File: config.mk
export PLATFORM = sky130hd
export DESIGN_NAME = mem_access_unit
export DESIGN_NICKNAME = d
export VERILOG_FILES = /design/src/rtl/mem_access_pkg.sv /design/src/rtl/mem_access_unit_load_align.sv /design/src/rtl/mem_access_unit.sv
export SDC_FILE = /design/constraint.sdc
export NUM_CORES = 1
export LEC_CHECK = 0
export CAP_MARGIN = 20
export CORE_UTILIZATION = 42
export DETAILED_ROUTE_END_ITERATION = 16
export GPL_TIMING_DRIVEN = 0
export HOLD_SLACK_MARGIN = 0.03
export MAX_ROUTING_LAYER = met4
export PLACE_DENSITY = 0.82
export SLEW_MARGIN = 20
export SYNTH_ARGS = -nofsm -noshare
export SYNTH_HDL_FRONTEND = slang
export SYNTH_SLANG_ARGS = --single-unit
File: constraint.sdc
create_clock -name clk -period 3.33 [get_ports clk]
set_clock_uncertainty 0.2 [all_clocks]
set_input_delay 0.4995 -clock clk [delete_from_list [all_inputs] [get_ports clk]]
set_output_delay 0.4995 -clock clk [all_outputs]
set_load 0.05 [all_outputs]
File: src/rtl/mem_access_pkg.sv
// Shared definitions for the memory access unit: instruction opcodes,
// funct3 size/sign codes, the IO region nibble and the control FSM states.
package mem_access_pkg;

    localparam logic [6:0] OP_LOAD  = 7'b0000011;
    localparam logic [6:0] OP_STORE = 7'b0100011;

    localparam logic [2:0] F3_SB  = 3'd0;
    localparam logic [2:0] F3_SH  = 3'd1;
    localparam logic [2:0] F3_SW  = 3'd2;
    localparam logic [2:0] F3_SD  = 3'd3;
    localparam logic [2:0] F3_LB  = 3'd0;
    localparam logic [2:0] F3_LH  = 3'd1;
    localparam logic [2:0] F3_LW  = 3'd2;
    localparam logic [2:0] F3_LBU = 3'd4;
    localparam logic [2:0] F3_LHU = 3'd5;
    localparam logic [2:0] F3_LWU = 3'd6;

    // Top address nibble that selects the IO bus
    localparam logic [3:0] REGION_IO = 4'b1000;

    typedef enum logic [1:0] {
        IDLE,
        LD_RESP,
        IO_WAIT,
        ST_SPLIT
    } state_t;

endpackage

File: src/rtl/mem_access_unit_load_align.sv
// load_align: right-justifies the addressed bytes of a read word and
// sign- or zero-extends them according to funct3 (bit 2 set = unsigned).
// Ports:
//   rdata  - raw read word from dmem or IO
//   off    - byte offset of the access within the word
//   funct3 - access size and signedness
//   data   - aligned, extended result
module load_align
    import mem_access_pkg::*;
#(
    parameter int unsigned XLEN  = 32,
    parameter int unsigned OFF_W = 2
) (
    input  logic [XLEN-1:0]  rdata,
    input  logic [OFF_W-1:0] off,
    input  logic [2:0]       funct3,
    output logic [XLEN-1:0]  data
);

    logic [XLEN-1:0] shifted;
    logic [XLEN-1:0] top;
    logic [6:0]      sh;

    // Move the field to the top of the word, then shift back down so an
    // arithmetic shift does the sign extension for any access size.
    always_comb begin
        sh = 7'd0;
        case (funct3)
            F3_LB, F3_LBU: sh = 7'(XLEN - 8);
            F3_LH, F3_LHU: sh = 7'(XLEN - 16);
            F3_LW, F3_LWU: sh = 7'(XLEN - 32);
            default:       sh = 7'd0;
        endcase
        shifted = rdata >> {off, 3'b000};
        top     = shifted << sh;
        if (funct3[2]) begin
            data = top >> sh;
        end else begin
            data = XLEN'($signed(top) >>> sh);
        end
    end

endmodule

File: src/rtl/mem_access_unit.sv
// mem_access_unit: region decode, byte-lane enables, store/load alignment
// and a small FSM sequencing BRAM load latency and handshaked IO accesses.
// Build option: MEM_ACCESS_MISALIGN_SPLIT_EN splits word-crossing misaligned
// dmem stores into two writes instead of dropping them.
// Ports:
//   clk, rst             - clock, synchronous active-high reset
//   req_valid, opcode,
//   funct3, addr, wdata  - memory instruction from execute
//   stall                - hold the pipeline
//   dmem_we, imem_we     - BRAM lane write enables
//   mem_wdata            - lane-aligned store data (dmem, imem, IO)
//   dmem_rdata           - BRAM read data, one cycle after the address
//   io_valid, io_we      - IO request and lane enables (zero = read)
//   io_ready, io_rdata   - IO completion and read data
//   load_valid, load_data- aligned, extended load result
//   io_err               - pulse on IO timeout
//   misaligned           - pulse on a dropped misaligned access
module mem_access_unit
    import mem_access_pkg::*;
#(
    parameter int unsigned XLEN       = 32,
    parameter int unsigned IO_TIMEOUT = 255,
    parameter int unsigned CNT_W      = 8
) (
    input  logic              clk,
    input  logic              rst,
    input  logic              req_valid,
    input  logic [6:0]        opcode,
    input  logic [2:0]        funct3,
    input  logic [XLEN-1:0]   addr,
    input  logic [XLEN-1:0]   wdata,
    output logic              stall,
    output logic [XLEN/8-1:0] dmem_we,
    output logic [XLEN/8-1:0] imem_we,
    output logic [XLEN-1:0]   mem_wdata,
    input  logic [XLEN-1:0]   dmem_rdata,
    output logic              io_valid,
    output logic [XLEN/8-1:0] io_we,
    input  logic              io_ready,
    input  logic [XLEN-1:0]   io_rdata,
    output logic              load_valid,
    output logic [XLEN-1:0]   load_data,
    output logic              io_err,
    output logic              misaligned
);

    localparam int unsigned NB    = XLEN / 8;
    localparam int unsigned OFF_W = $clog2(NB);
    localparam int unsigned LW2   = 2 * NB;
    localparam int unsigned XLEN2 = 2 * XLEN;
`ifdef MEM_ACCESS_MISALIGN_SPLIT_EN
    localparam bit SPLIT_EN = 1'b1;
`else
    localparam bit SPLIT_EN = 1'b0;
`endif

    state_t           state_q, state_d;
    logic [CNT_W-1:0] cnt_q, cnt_d;
    logic [OFF_W-1:0] off_q, off_d;
    logic [2:0]       f3_q, f3_d;
    logic             ld_zero_q, ld_zero_d;
    logic             io_rd_q, io_rd_d;
    logic [NB-1:0]    io_lanes_q, io_lanes_d;
    logic [XLEN-1:0]  io_wdata_q, io_wdata_d;
    logic [NB-1:0]    split_we_q, split_we_d;
    logic [XLEN-1:0]  split_wdata_q, split_wdata_d;

    logic [3:0]       region;
    logic             hit_dmem, hit_imem, hit_io;
    logic             is_load, is_store, mis, split_ok, accept;
    logic [OFF_W-1:0] off;
    logic [LW2-1:0]   base_mask, lanes_w;
    logic [XLEN2-1:0] data_w;
    logic [NB-1:0]    lanes_lo, lanes_hi;
    logic [XLEN-1:0]  data_lo, data_hi;
    logic [XLEN-1:0]  align_src, aligned;
    logic             unused_addr;

    assign region      = addr[XLEN-1 -: 4];
    assign hit_dmem    = ~region[3] & region[0];
    assign hit_imem    = ~region[3] & region[1];
    assign hit_io      = (region == REGION_IO);
    assign is_load     = (opcode == OP_LOAD);
    assign is_store    = (opcode == OP_STORE);
    assign off         = addr[OFF_W-1:0];
    assign split_ok    = SPLIT_EN && is_store && hit_dmem;
    assign unused_addr = ^addr[XLEN-5:OFF_W];

    // Lane mask and alignment check per access size
    always_comb begin
        base_mask = '0;
        mis       = 1'b0;
        case ({1'b0, funct3[1:0]})
            F3_SB: base_mask = LW2'(1);
            F3_SH: begin
                base_mask = LW2'(3);
                mis       = addr[0];
            end
            F3_SW: begin
                base_mask = LW2'(15);
                mis       = (addr[1:0] != 2'b00);
            end
            F3_SD: begin
                if (XLEN == 64) begin
                    base_mask = LW2'(255);
                    mis       = (addr[2:0] != 3'b000);
                end else begin
                    base_mask = LW2'(15);
                    mis       = (addr[1:0] != 2'b00);
                end
            end
            default: ;
        endcase
    end

    // Double-width shifts keep the lanes that spill into the next word
    assign lanes_w  = base_mask << off;
    assign data_w   = XLEN2'(wdata) << {off, 3'b000};
    assign lanes_lo = lanes_w[NB-1:0];
    assign lanes_hi = lanes_w[LW2-1:NB];
    assign data_lo  = data_w[XLEN-1:0];
    assign data_hi  = data_w[XLEN2-1:XLEN];

    assign align_src = (state_q == IO_WAIT) ? io_rdata : dmem_rdata;

    load_align #(
        .XLEN  (XLEN),
        .OFF_W (OFF_W)
    ) u_load_align (
        .rdata  (align_src),
        .off    (off_q),
        .funct3 (f3_q),
        .data   (aligned)
    );

    // State and captured-request registers
    always_ff @(posedge clk) begin
        if (rst) begin
            state_q       <= IDLE;
            cnt_q         <= '0;
            off_q         <= '0;
            f3_q          <= '0;
            ld_zero_q     <= 1'b0;
            io_rd_q       <= 1'b0;
            io_lanes_q    <= '0;
            io_wdata_q    <= '0;
            split_we_q    <= '0;
            split_wdata_q <= '0;
        end else begin
            state_q       <= state_d;
            cnt_q         <= cnt_d;
            off_q         <= off_d;
            f3_q          <= f3_d;
            ld_zero_q     <= ld_zero_d;
            io_rd_q       <= io_rd_d;
            io_lanes_q    <= io_lanes_d;
            io_wdata_q    <= io_wdata_d;
            split_we_q    <= split_we_d;
            split_wdata_q <= split_wdata_d;
        end
    end

    // Next-state and outputs; everything is held at zero while in reset
    always_comb begin
        state_d       = state_q;
        cnt_d         = cnt_q;
        off_d         = off_q;
        f3_d          = f3_q;
        ld_zero_d     = ld_zero_q;
        io_rd_d       = io_rd_q;
        io_lanes_d    = io_lanes_q;
        io_wdata_d    = io_wdata_q;
        split_we_d    = split_we_q;
        split_wdata_d = split_wdata_q;
        accept        = 1'b0;
        stall         = 1'b0;
        dmem_we       = '0;
        imem_we       = '0;
        mem_wdata     = '0;
        io_valid      = 1'b0;
        io_we         = '0;
        load_valid    = 1'b0;
        load_data     = '0;
        io_err        = 1'b0;
        misaligned    = 1'b0;

        if (!rst) begin
            case (state_q)
                IDLE: accept = 1'b1;
                LD_RESP: begin
                    load_valid = 1'b1;
                    load_data  = ld_zero_q ? '0 : aligned;
                    state_d    = IDLE;
                    accept     = 1'b1;
                end
                IO_WAIT: begin
                    stall     = 1'b1;
                    io_valid  = 1'b1;
                    io_we     = io_lanes_q;
                    mem_wdata = io_wdata_q;
                    cnt_d     = cnt_q + CNT_W'(1);
                    if (io_ready) begin
                        state_d = IDLE;
                        if (io_rd_q) begin
                            load_valid = 1'b1;
                            load_data  = aligned;
                        end
                    end else if (cnt_q == CNT_W'(IO_TIMEOUT - 1)) begin
                        io_err     = 1'b1;
                        state_d    = IDLE;
                        load_valid = io_rd_q;
                    end
                end
                ST_SPLIT: begin
                    // Second half of a word-crossing store, next dmem word
                    stall     = 1'b1;
                    dmem_we   = split_we_q;
                    mem_wdata = split_wdata_q;
                    state_d   = IDLE;
                end
                default: state_d = IDLE;
            endcase

            if (accept && req_valid && (is_load || is_store)) begin
                if (mis && !split_ok) begin
                    misaligned = 1'b1;
                end else if (hit_io) begin
                    state_d    = IO_WAIT;
                    cnt_d      = '0;
                    off_d      = off;
                    f3_d       = funct3;
                    io_rd_d    = is_load;
                    io_lanes_d = is_store ? lanes_lo : '0;
                    io_wdata_d = data_lo;
                    stall      = 1'b1;
                end else if (is_load) begin
                    state_d   = LD_RESP;
                    off_d     = off;
                    f3_d      = funct3;
                    ld_zero_d = ~hit_dmem;
                end else begin
                    dmem_we   = hit_dmem ? lanes_lo : '0;
                    imem_we   = (hit_imem && !mis) ? lanes_lo : '0;
                    mem_wdata = data_lo;
                    if (split_ok && (lanes_hi != '0)) begin
                        state_d       = ST_SPLIT;
                        split_we_d    = lanes_hi;
                        split_wdata_d = data_hi;
                    end
                end
            end
        end
    end

endmodule

* Yosys cells after proc, flatten, opt, wreduce, memory -nomap -nowiden
Index checks and enable logic that the tools add are counted.
** Storage, ports and cells
- Flip-flop bits (word level) :: 53
- Word-level logic and storage cells :: 120
- Output and inout port bits :: 81
- Bits of input ports :: 142
** Cells by class
- Shift operators :: 6
- Equal/unequal tests :: 13
- Add/subtract/negate cells :: 1
- Bitwise operators :: 6
- Mux-type cells :: 67
- Reductions and logical operators :: 19
** Operators by type and width (count)
- 32-bit two-way mux :: 12
- 32-bit one-hot mux with 2 select lines :: 1
- 32-bit by 5-bit << shifter with 32-bit output :: 2
- 32-bit by 5-bit right shift with 32-bit output :: 2
- 4-bit two-way mux :: 15
- 8-bit two-way mux :: 4
- 32-bit by 5-bit >>> shifter with 32-bit output :: 1
- 8-bit one-hot mux with 3 select lines :: 1
- 1-bit two-way mux :: 20
- 2-bit two-way mux :: 8
- 2-bit OR reduction :: 6
- 5-bit one-hot mux with 2 select lines :: 1
- 8-bit by 1-bit adder with 8-bit output, second input constant :: 1
- 2-bit equality test, second input constant :: 4
- 8-bit equality test, second input constant :: 1
- 8-bit by 2-bit << shifter with 4-bit output :: 1
- 7-bit by 2-bit equality test with 1-bit output, second input constant :: 1
- 7-bit by 6-bit equality test with 1-bit output, second input constant :: 1
- 3-bit equality test, second input constant :: 2
- 3-bit two-way mux :: 2
- 3-bit AND reduction :: 2
- 2-bit by 1-bit equality test with 1-bit output, second input constant :: 2
- 4-bit equality test, second input constant :: 1
- 2-bit zero test :: 2
- 11 further kinds :: 19

* Logic depth before layout (Yosys ltp)
Gate-level depths: netlist (run 1).
- Depth in word-level cells :: 11
- Depth in mapped cells :: 9
- Gate-level depth less buffers :: 6

* Modules after synthesis
A second synthesis (run 1) with hierarchy kept.
** Unflattened totals
- Cell total of the unflattened synthesis :: 634
- Area, all modules :: 4869.7 µm²
** Modules (own cells, without submodules)
- mem_access_unit :: times used 1, cells an instance 528, area an instance 4091.4 µm², seq. area each 1061.0 µm²
- load_align :: times used 1, cells an instance 106, area an instance 778.2 µm², seq. area each 0.0 µm²

* Least setup slack after synthesis (run 1)
OpenSTA, ideal clock, no wires.
- Kind :: register to output
- Start :: reg state_q[0]
- End :: out load_data[24]
- Setup slack :: -0.226 ns
- Arrival :: 2.857 ns
- Data required time :: 2.630 ns
- Cell stages (with the launch flop) :: 8
- Path buffers :: 1
- Cell sequence :: dfxtp_1 > inv_1 > ha_1 > buf_2 > nand3_1 > a2111oi_2 > nand2_1 > o21ai_0
** Between the ends
- Word-level cells in the longest chain between the ends :: 10
- Elaborated cells on any way between the ends :: 13
- Those cells by class :: 2 x eq/ne; 4 x shift; 7 x mux
** RTL lines
- start: declaration :: RTL line mem_access_unit.sv:57 : state_t state_q, state_d;
- start signal: assignment :: RTL line mem_access_unit.sv:150 : state_q <= state_d;
- 2-bit equality test :: RTL line mem_access_unit.sv:124, mem_access_unit.sv:188
- 32-bit two-way mux :: RTL line mem_access_unit.sv:124 : assign align_src = (state_q == IO_WAIT) ? io_rdata : dmem_rdata;
- 32-bit by 5-bit right shift with 32-bit output :: RTL line mem_access_unit_load_align.sv:34 : shifted = rdata >> {off, 3'b000};
- 32-bit by 5-bit << shifter with 32-bit output :: RTL line mem_access_unit_load_align.sv:35 : top = shifted << sh;
- 32-bit by 5-bit >>> shifter with 32-bit output / 32-bit by 5-bit right shift with 32-bit output (equally long branches) :: RTL line mem_access_unit_load_align.sv:39, mem_access_unit_load_align.sv:37
- 32-bit two-way mux :: RTL line mem_access_unit_load_align.sv:36 : if (funct3[2]) begin
- 32-bit two-way mux :: RTL line mem_access_unit.sv:204 : if (io_rd_q) begin
- 32-bit two-way mux :: RTL line mem_access_unit.sv:202 : if (io_ready) begin
- 32-bit one-hot mux with 2 select lines (*) :: RTL line mem_access_unit.sv:188 : case (state_q)
- 32-bit two-way mux (*) :: RTL line mem_access_unit.sv:187 : if (!rst) begin
- end: declaration :: RTL line mem_access_unit.sv:42 : output logic [XLEN-1:0] load_data,
Mark *: on every way between the ends. The rest lies on a longest branch, timed or not.

* Worst setup path in the final report (run 1)
- Start :: reg state_q[0]
- End :: out load_data[17]
The elaborated chain is that of the path after synthesis.

==> results.md, run 1 <==
* Leading area contributor after synthesis: dfxtp_1
* Fmax at slightly below 300 MHz
* Synthesized area at 4620 µm²
* Post-synthesis compound-gate area fraction at 0.233
* Max Slew Vio Count at 0
* Syn Nets at 777
* Worst setup EP type: primary output
* Ys Warns at 0
* Post-synth EDFFs at 0
* Dpl cells at 959
* Arr. time, crit path at 2710 ps
* Crit path launch type: flip-flop
* Setup violators final at 28
* Final Hold Viols at 0
* Slew HR at 0.420
* Vias per std cell at 6.31
* Post-place instance area at 6900 µm²
* DRT iter0 DRCs at 476
* Tightest Pin Transition at 867 ps
* Vias in the first global route at 5972
* Die height at ~110 µm
* ANT cells at 0
* Global placement routability congestion at a little under 1
* Outcome: finished with violations
* Antenna violations before repair at 0
* Detailed-route wire length at 21800 µm
* Worst endpoint required time at 2630 ps
* Avg WL per Cell at 22.1 µm
* Largest family of logic cells by synthesized area: simple AND/OR/NAND/NOR gates
* Total number of vias at 6232
* Number of distinct library cells after synthesis at between 50 and 60
* Largest net degree at the start of global routing at 16
* Fin nets at 1001
* CTS tree: yes
* Area of the multi-input gates at 4190 µm²
* Pleak at 2.85 nW
* Count of state elements after synthesis at 53
* Mapped Cells at 628
* CTS max path bufs at 2
* Layout cells sized above 1 at 0.300
* RSZ-0062 raised after global routing: true
* I/O Pins at 223
* HPWL after DPL at 15300 µm
* Final Instance Count excl. Fillers at slightly below 1000
* H-tree levels at 2
* Clock network power share at 0.301
* Xor/xnor share of the synthesized area at 0.0133
* Post-synthesis mux area share at 0.178
* Share of power burned in registers at 0.418
* Worst hold path type: reg2reg
* CTS sink count at 53
* IO buf count at 195
* Sequential-to-total area share from yosys stat at 0.230
* First-pass GRT wire length at 30900 µm
* Minimum clock period at 3400 ps
* Post-route cell area at 8070 µm²
* Die width at 107 µm
* Switching power at 468 µW
* Hold_buf cts at 0
* Largest cells by area after synthesis: dfxtp_1 23%, mux2i_1 13%, a21oi_1 8.7%
* Core area at 10500 µm²
* Main synth FF type: dfxtp_1
* Die area at around 11000 µm²
* Worst-path clk slew at 100 ps
* Most frequent cells in the layout: 106 x clkdlybuf4s50_1, 81 x nand2_1, 61 x mux2i_1, 51 x dfxtp_1, 47 x a21oi_1
* CP Max Fanout at 8
* First-pass iteration count of the detailed router at 5
* Failing checks: setup timing
* Simple-gate share of the synthesized area at 0.260
* Synth top area share at 0.230
* Initial Util at 0.440
* Layout area overhead at 74.7%
* Most common cell after layout, fill and taps aside: clkdlybuf4s50_1
* Dpl ws at -1310 ps
* Cell internal pwr at 1.05 mW
* Tcrit/Tclk final at 1.02
* Switch share at 0.309
* Syn avg cell area at 7.36 µm²
* FP Rows at 37
* Clock root cell: clkbuf_8
* Worst VDD drop at 0.195 mV
* Register Area at 1060 µm²
* Finished Core Util at 0.768
* Worst hold slack at approximately 280 ps
* Gate power share at 0.280
* Power Dens Cells at 188 nW/µm²
* Fraction of registers with async set/reset at 0
* Global route overflow at 0
* Worst-Skew Late Latency at 320 ps
* Worst Path Class, Setup: reg2out
* ANT nets after route at 0
* Max_cap viols at 0
* Post-Synth Adder-Cell Area at 0.0190
* Total CTS buffers at 5
* Number of fill cells at 765
* Fin worst setup slack at -74.6 ps
* Overall Global Routing Usage at 0.357
* # DRC at 0
* R2r setup slk at 720 ps
-- kinds of logic after synthesis --
group / Yosys count
mux: 72
buf+inv: 73
compound gates: 178
simple gates: 238
xor+xnor: 7
flops: 53
fa+ha+maj: 7
-- critical path: stages, from the launching register on --
cell and delay (ps):
dfxtp_2 340, inv_2 70, ha_4 130, buf_6 130
mux4_2 550, mux2_4 320, o2111ai_4 290, buf_4 180
buf_6 110, nand2_1 50, buf_2 200
-- final cells by class --
class	count	share of cell area
Buffer	61	0.0454
Sequential cell	53	0.132
Multi-Input combinational cell	502	0.519
Tap cell	136	0.0211
Clock buffer	5	0.00853
Timing Repair Buffer	220	0.266
Inverter	9	0.00419
Clock inverter	2	0.00434
-- flip-flops by register name, indices dropped and copies added, names as in the netlist --
| name | flops |
|---|---|
| io_lanes_q | 4 |
| state_q | 2 |
| io_wdata_q | 32 |
| io_rd_q | 1 |
| ld_zero_q | 1 |
| f3_q | 3 |
| off_q | 2 |
| cnt_q | 8 |
-- repair_timing --
action / in CTS / in global routing
buffers inserted: 14 / 7
gates cloned: 2 / 2
gates resized for setup: 479 / 169
setup endpoints to repair: 81 / 71
pin swaps: 10 / 3
-- worst paths after layout --
| check | cells past startpoint | start | end |
|---|---|---|---|
| setup / recovery | 10 | state_q[0] | load_data[17] |
| hold / removal | 2 | io_wdata_q[9] | io_wdata_q[9] |
| setup reg to reg | 9 | state_q[0] | io_lanes_q[1] |
| hold reg to reg | 2 | io_wdata_q[9] | io_wdata_q[9] |
-- synth_stat cells, drive strengths merged (5+ instances only) --
master	number
a2111oi	10
a21oi	81
a31oi	9
and2	5
buf	18
clkbuf	46
dfxtp	53
ha	7
inv	9
mux2i	61
mux4	8
nand2	84
nand3	20
nand4	17
nor2	30
nor2b	5
nor3	30
nor4	26
o21ai	41
o2bb2ai	8
o31ai	10
-- per-layer routing --
layer,GRT usage,up-vias,wire (µm)
li1,-,2789,-
met3,0.0529,72,1940
met1,0.392,2955,8080
met5,-,-,0
met2,0.634,416,10900
met4,0.166,0,895
-- per-stage QoR --
step,total power [mW],TNS [ps]
floorplan,0.790,-1800
global placement,0.994,-66100
detailed placement,0.997,-67580
CTS,1.45,-209
global route,1.55,-1730
finish,1.52,-793
-- power groups by stage --
stage / clock network [mW] / registers (mW) / logic, mW
3_3_place_gp: 0 / 0.648 / 0.346
6_report: 0.457 / 0.634 / 0.425
5_1_grt: 0.473 / 0.634 / 0.442
4_1_cts: 0.450 / 0.634 / 0.369
3_5_place_dp: 0 / 0.648 / 0.349
2_1_floorplan: 0 / 0.648 / 0.142
Note: power is estimated with default switching activity, not from simulation.
==> run 2: changes to the inputs <==
--- a/config.mk
+++ b/config.mk
@@ -5,6 +5,7 @@
 export SDC_FILE = /design/constraint.sdc
 export NUM_CORES = 1
 export LEC_CHECK = 0
+export ABC_AREA = 1
 export CAP_MARGIN = 20
 export CORE_UTILIZATION = 42
 export DETAILED_ROUTE_END_ITERATION = 16
==> run 2 against run 1 <==
The run now ends clean. Setup slack improved by 120 ps. Global-route usage decreased by 2.6 points. Worst hold slack worse by 15 ps. Synthesized cell count is 20% higher. Sequential share of layout area is 2.7 points higher. Via count down 0.99%. Combinational power decreased by 19%. Count of clock-buffer cells in the layout is the same. Highest routed layer unchanged.
==> results.md, run 2 <==
* Outcome: finished, final reports clean
* Setup violators final at 0 (-100%)
* Total CTS buffers at 5 (unchanged)
* Number of distinct library cells after synthesis at 42 (-26%)
* Most frequent cells in the layout: 227 x nand2_1, 114 x clkdlybuf4s50_1, 88 x a21oi_1, 59 x nor2_1, 57 x buf_2
* Synthesized area at 4620 µm² (about the same)
* Core area at 10500 µm² (unchanged)
* IO buf count at 195 (unchanged)
* ANT cells at 0 (unchanged)
* H-tree levels at 2 (unchanged)
* Post-synthesis mux area share at 0 (-0.178)
* Post-synthesis compound-gate area fraction at 0.291 (+0.0577)
* Met2 Use GR at 0.558 (-0.0760)
* HPWL after DPL at 14700 µm (-3.3%)
* Largest family of logic cells by synthesized area: simple AND/OR/NAND/NOR gates
* Final Hold Viols at 0 (unchanged)
* Largest net degree at the start of global routing at 16 (unchanged)
* FP Rows at 37 (unchanged)
* Cell internal pwr at 1.02 mW (-2.4%)
* Slowest stage cell, crit path: clkdlybuf4s50_1
* Tightest Pin Transition at 630 ps (-237 ps)
* Worst-Skew Late Latency at 320 ps (about the same)
* Post-Synth Adder-Cell Area at 0.0190 (about the same)
* Post-synth top cells: 227 x nand2_1, 88 x a21oi_1, 61 x o21ai_0
* Share of power burned in registers at 0.445 (+0.027)
* Largest cells by area after synthesis: dfxtp_1 23%, nand2_1 18%, a21oi_1 9.5%
* Largest regs: io_wdata_q x32, cnt_q x8, io_lanes_q x4
* Die height at 107 µm (about the same)
* CTS max path bufs at 2 (unchanged)
* Global route overflow at 0 (unchanged)
* Worst hold path type: reg2reg
* Worst Path Class, Setup: in2out
* Arr. time, crit path at 2580 ps (-130 ps)
* Slew HR at 0.576 (+0.156)
* Simple-gate share of the synthesized area at 0.359 (+0.0986)
* Met3 GRT Util at 0.0547 (+0.00182)
* Mapped Cells at 753 (+20%)
* Worst VDD drop at 0.196 mV (+0.88%)
* Final Instance Count excl. Fillers at 1095 (+11%)
* Worst-path clk slew at 100 ps (about the same)
* I/O Pins at 223 (unchanged)
* CP Max Fanout at 10 (+2)
* Fin nets at 1108 (+11%)
* Synth top area share at 0.230 (about the same)
* Vias per std cell at 5.63 (-11%)
* Max_cap viols at 0 (unchanged)
* Fraction of registers with async set/reset at 0 (unchanged)
* Sequential-to-total area share from yosys stat at 0.230 (about the same)
* Layout cells sized above 1 at 0.188 (-0.113)
* Antenna violations before repair at 0 (unchanged)
* Ys Warns at 0 (unchanged)
* Worst endpoint required time at 2630 ps (about the same)
* Switch share at 0.282 (-0.0266)
* CTS sink count at 53 (unchanged)
* Worst setup EP type: primary output
* ANT nets after route at 0 (unchanged)
* Number of fill cells at 989 (+29%)
* First-pass iteration count of the detailed router at 6 (+1)
* Power Dens Cells at 214 nW/µm² (+14%)
* Fin worst setup slack at 50.3 ps (+125 ps)
* CTS tree: yes
* Tcrit/Tclk final at 0.985 (-0.0375)
* Crit path launch type: input pin
* Count of state elements after synthesis at 53 (unchanged)
* Max reg flops at 32 (unchanged)
* CP Cell Sequence: clkdlybuf4s50_1 > inv_2 > o21ai_2 > nand2_4 > nand2_4 > nor2_4 > buf_6 > buf_6 > a22oi_2 > clkbuf_4
* # DRC at 0 (unchanged)
* Global placement routability congestion at 0.985 (+1.8%)
* Clock root cell: clkbuf_8
* Grt met1 use at 0.400 (+0.00788)
* Detailed-route wire length at 18900 µm (-14%)
* Dpl ws at -598 ps (+713 ps)
* Max Slew Vio Count at 0 (unchanged)
* Overall Global Routing Usage at 0.331 (-0.0263)
* Fmax at 305 MHz (+3.8%)
* Max incr delay on CP at 590 ps (+40 ps)
* Minimum clock period at 3280 ps (-125 ps)
* Syn avg cell area at 6.13 µm² (-17%)
* Xor/xnor share of the synthesized area at 0.00949 (-0.00378)
* Pleak at 3.01 nW (+5.6%)
* Total number of vias at 6170 (-0.99%)
* Largest reg by FF count: io_wdata_q
* Syn Nets at 902 (+16%)
* Layout area overhead at 44.5%
* Clock network power share at 0.314 (+0.013)
* Leading area contributor after synthesis: dfxtp_1
* DRT iter0 DRCs at 581 (+22%)
* Count leader, synth: nand2_1
* Die area at 11400 µm² (about the same)
* Dpl cells at 1084 (+13%)
* Main synth FF type: dfxtp_1
* Switching power at 402 µW (-14%)
* Most common cell after layout, fill and taps aside: nand2_1
* Avg WL per Cell at 17.2 µm (-22%)
* Gate power share at 0.241 (-0.039)
* First-pass GRT wire length at 29100 µm (-6.1%)
* Die width at 107 µm (about the same)
* Post-synth EDFFs at 0 (unchanged)
* Initial Util at 0.439 (about the same)
* Vias in the first global route at 5627 (-5.8%)
* Grt peak-use layer: met2
==> run 2: cell count changes in the layout (fill, tap and decap cells not counted), sizes merged, moves of 18 or more <==
cell / delta
nand3: +38
o21ai: +26
nor4: -26
inv: +32
nor3: -18
a22oi: +34
nand2: +146
nor2: +35
mux2i: -61
==> run 2: metrics by stage <==
step           cell area [µm²]  power [mW]  utilization  hold slack, ps  TNS [ps]
6_report                  6670        1.42        0.635             269         0
3_5_place_dp              6740       0.977        0.641             255    -28300
5_1_grt                   6670        1.47        0.635             288     -35.8
4_1_cts                   6630        1.41        0.631             270     -10.1
3_3_place_gp              6740       0.977        0.641             253    -29030
2_1_floorplan             4620       0.785            -             240         0
==> run 2: metal layers <==
layer	vias up	part of all wire
met5	-	0
met4	0	0.029
met3	49	0.094
met2	362	0.48
met1	2798	0.40
li1	2961	-
==> run 2: timing repair <==
item,CTS,global route
gates resized for setup,355,68
pin swaps,2,3
buffers inserted,2,2
hold buffers,0,0
endpoints found under the hold margin,0,0
endpoints found under the setup margin,80,65
==> run 2: logic make-up after synthesis <==
| group | Yosys count |
|---|---|
| simple gates | 382 |
| flops | 53 |
| fa+ha+maj | 7 |
| compound gates | 212 |
| buf+inv | 94 |
| xor+xnor | 5 |
==> run 2: critical path: cells and delay by family <==
| kind | cells | cell delay, ps |
|---|---|---|
| buffers and inverters | 5 | 1300 |
| AND/OR/NAND/NOR | 3 | 350 |
| AO/OA/AOI/OAI | 2 | 400 |
==> run 2: power groups by stage <==
stage               clock, mW  sequential, mW  combinational, mW
floorplan                   0           0.648              0.137
global placement            0           0.648              0.329
detailed placement          0           0.648              0.329
CTS                     0.447           0.634              0.333
global route            0.475           0.634              0.366
finish                  0.448           0.634              0.343
==> run 2: final timing paths <==
kind / startpoint / endpoint / slack, ps / cells past startpoint
hold / removal: io_wdata_q[29] / io_wdata_q[29] / 270 / 2
setup reg to reg: state_q[0] / cnt_q[1] / 1060 / 10
setup / recovery: addr[0] / mem_wdata[23] / 50 / 10
hold reg to reg: io_wdata_q[29] / io_wdata_q[29] / 270 / 2
==> run 2: layout make-up <==
type	instances	area, µm²	area share
Buffer	51	279	0.0418
Clock buffer	5	68.8	0.0103
Clock inverter	2	35.0	0.00525
Inverter	43	164	0.0246
Multi-Input combinational cell	606	3180	0.477
Sequential cell	53	1060	0.159
Tap cell	136	170	0.0255
Timing Repair Buffer	199	1710	0.256
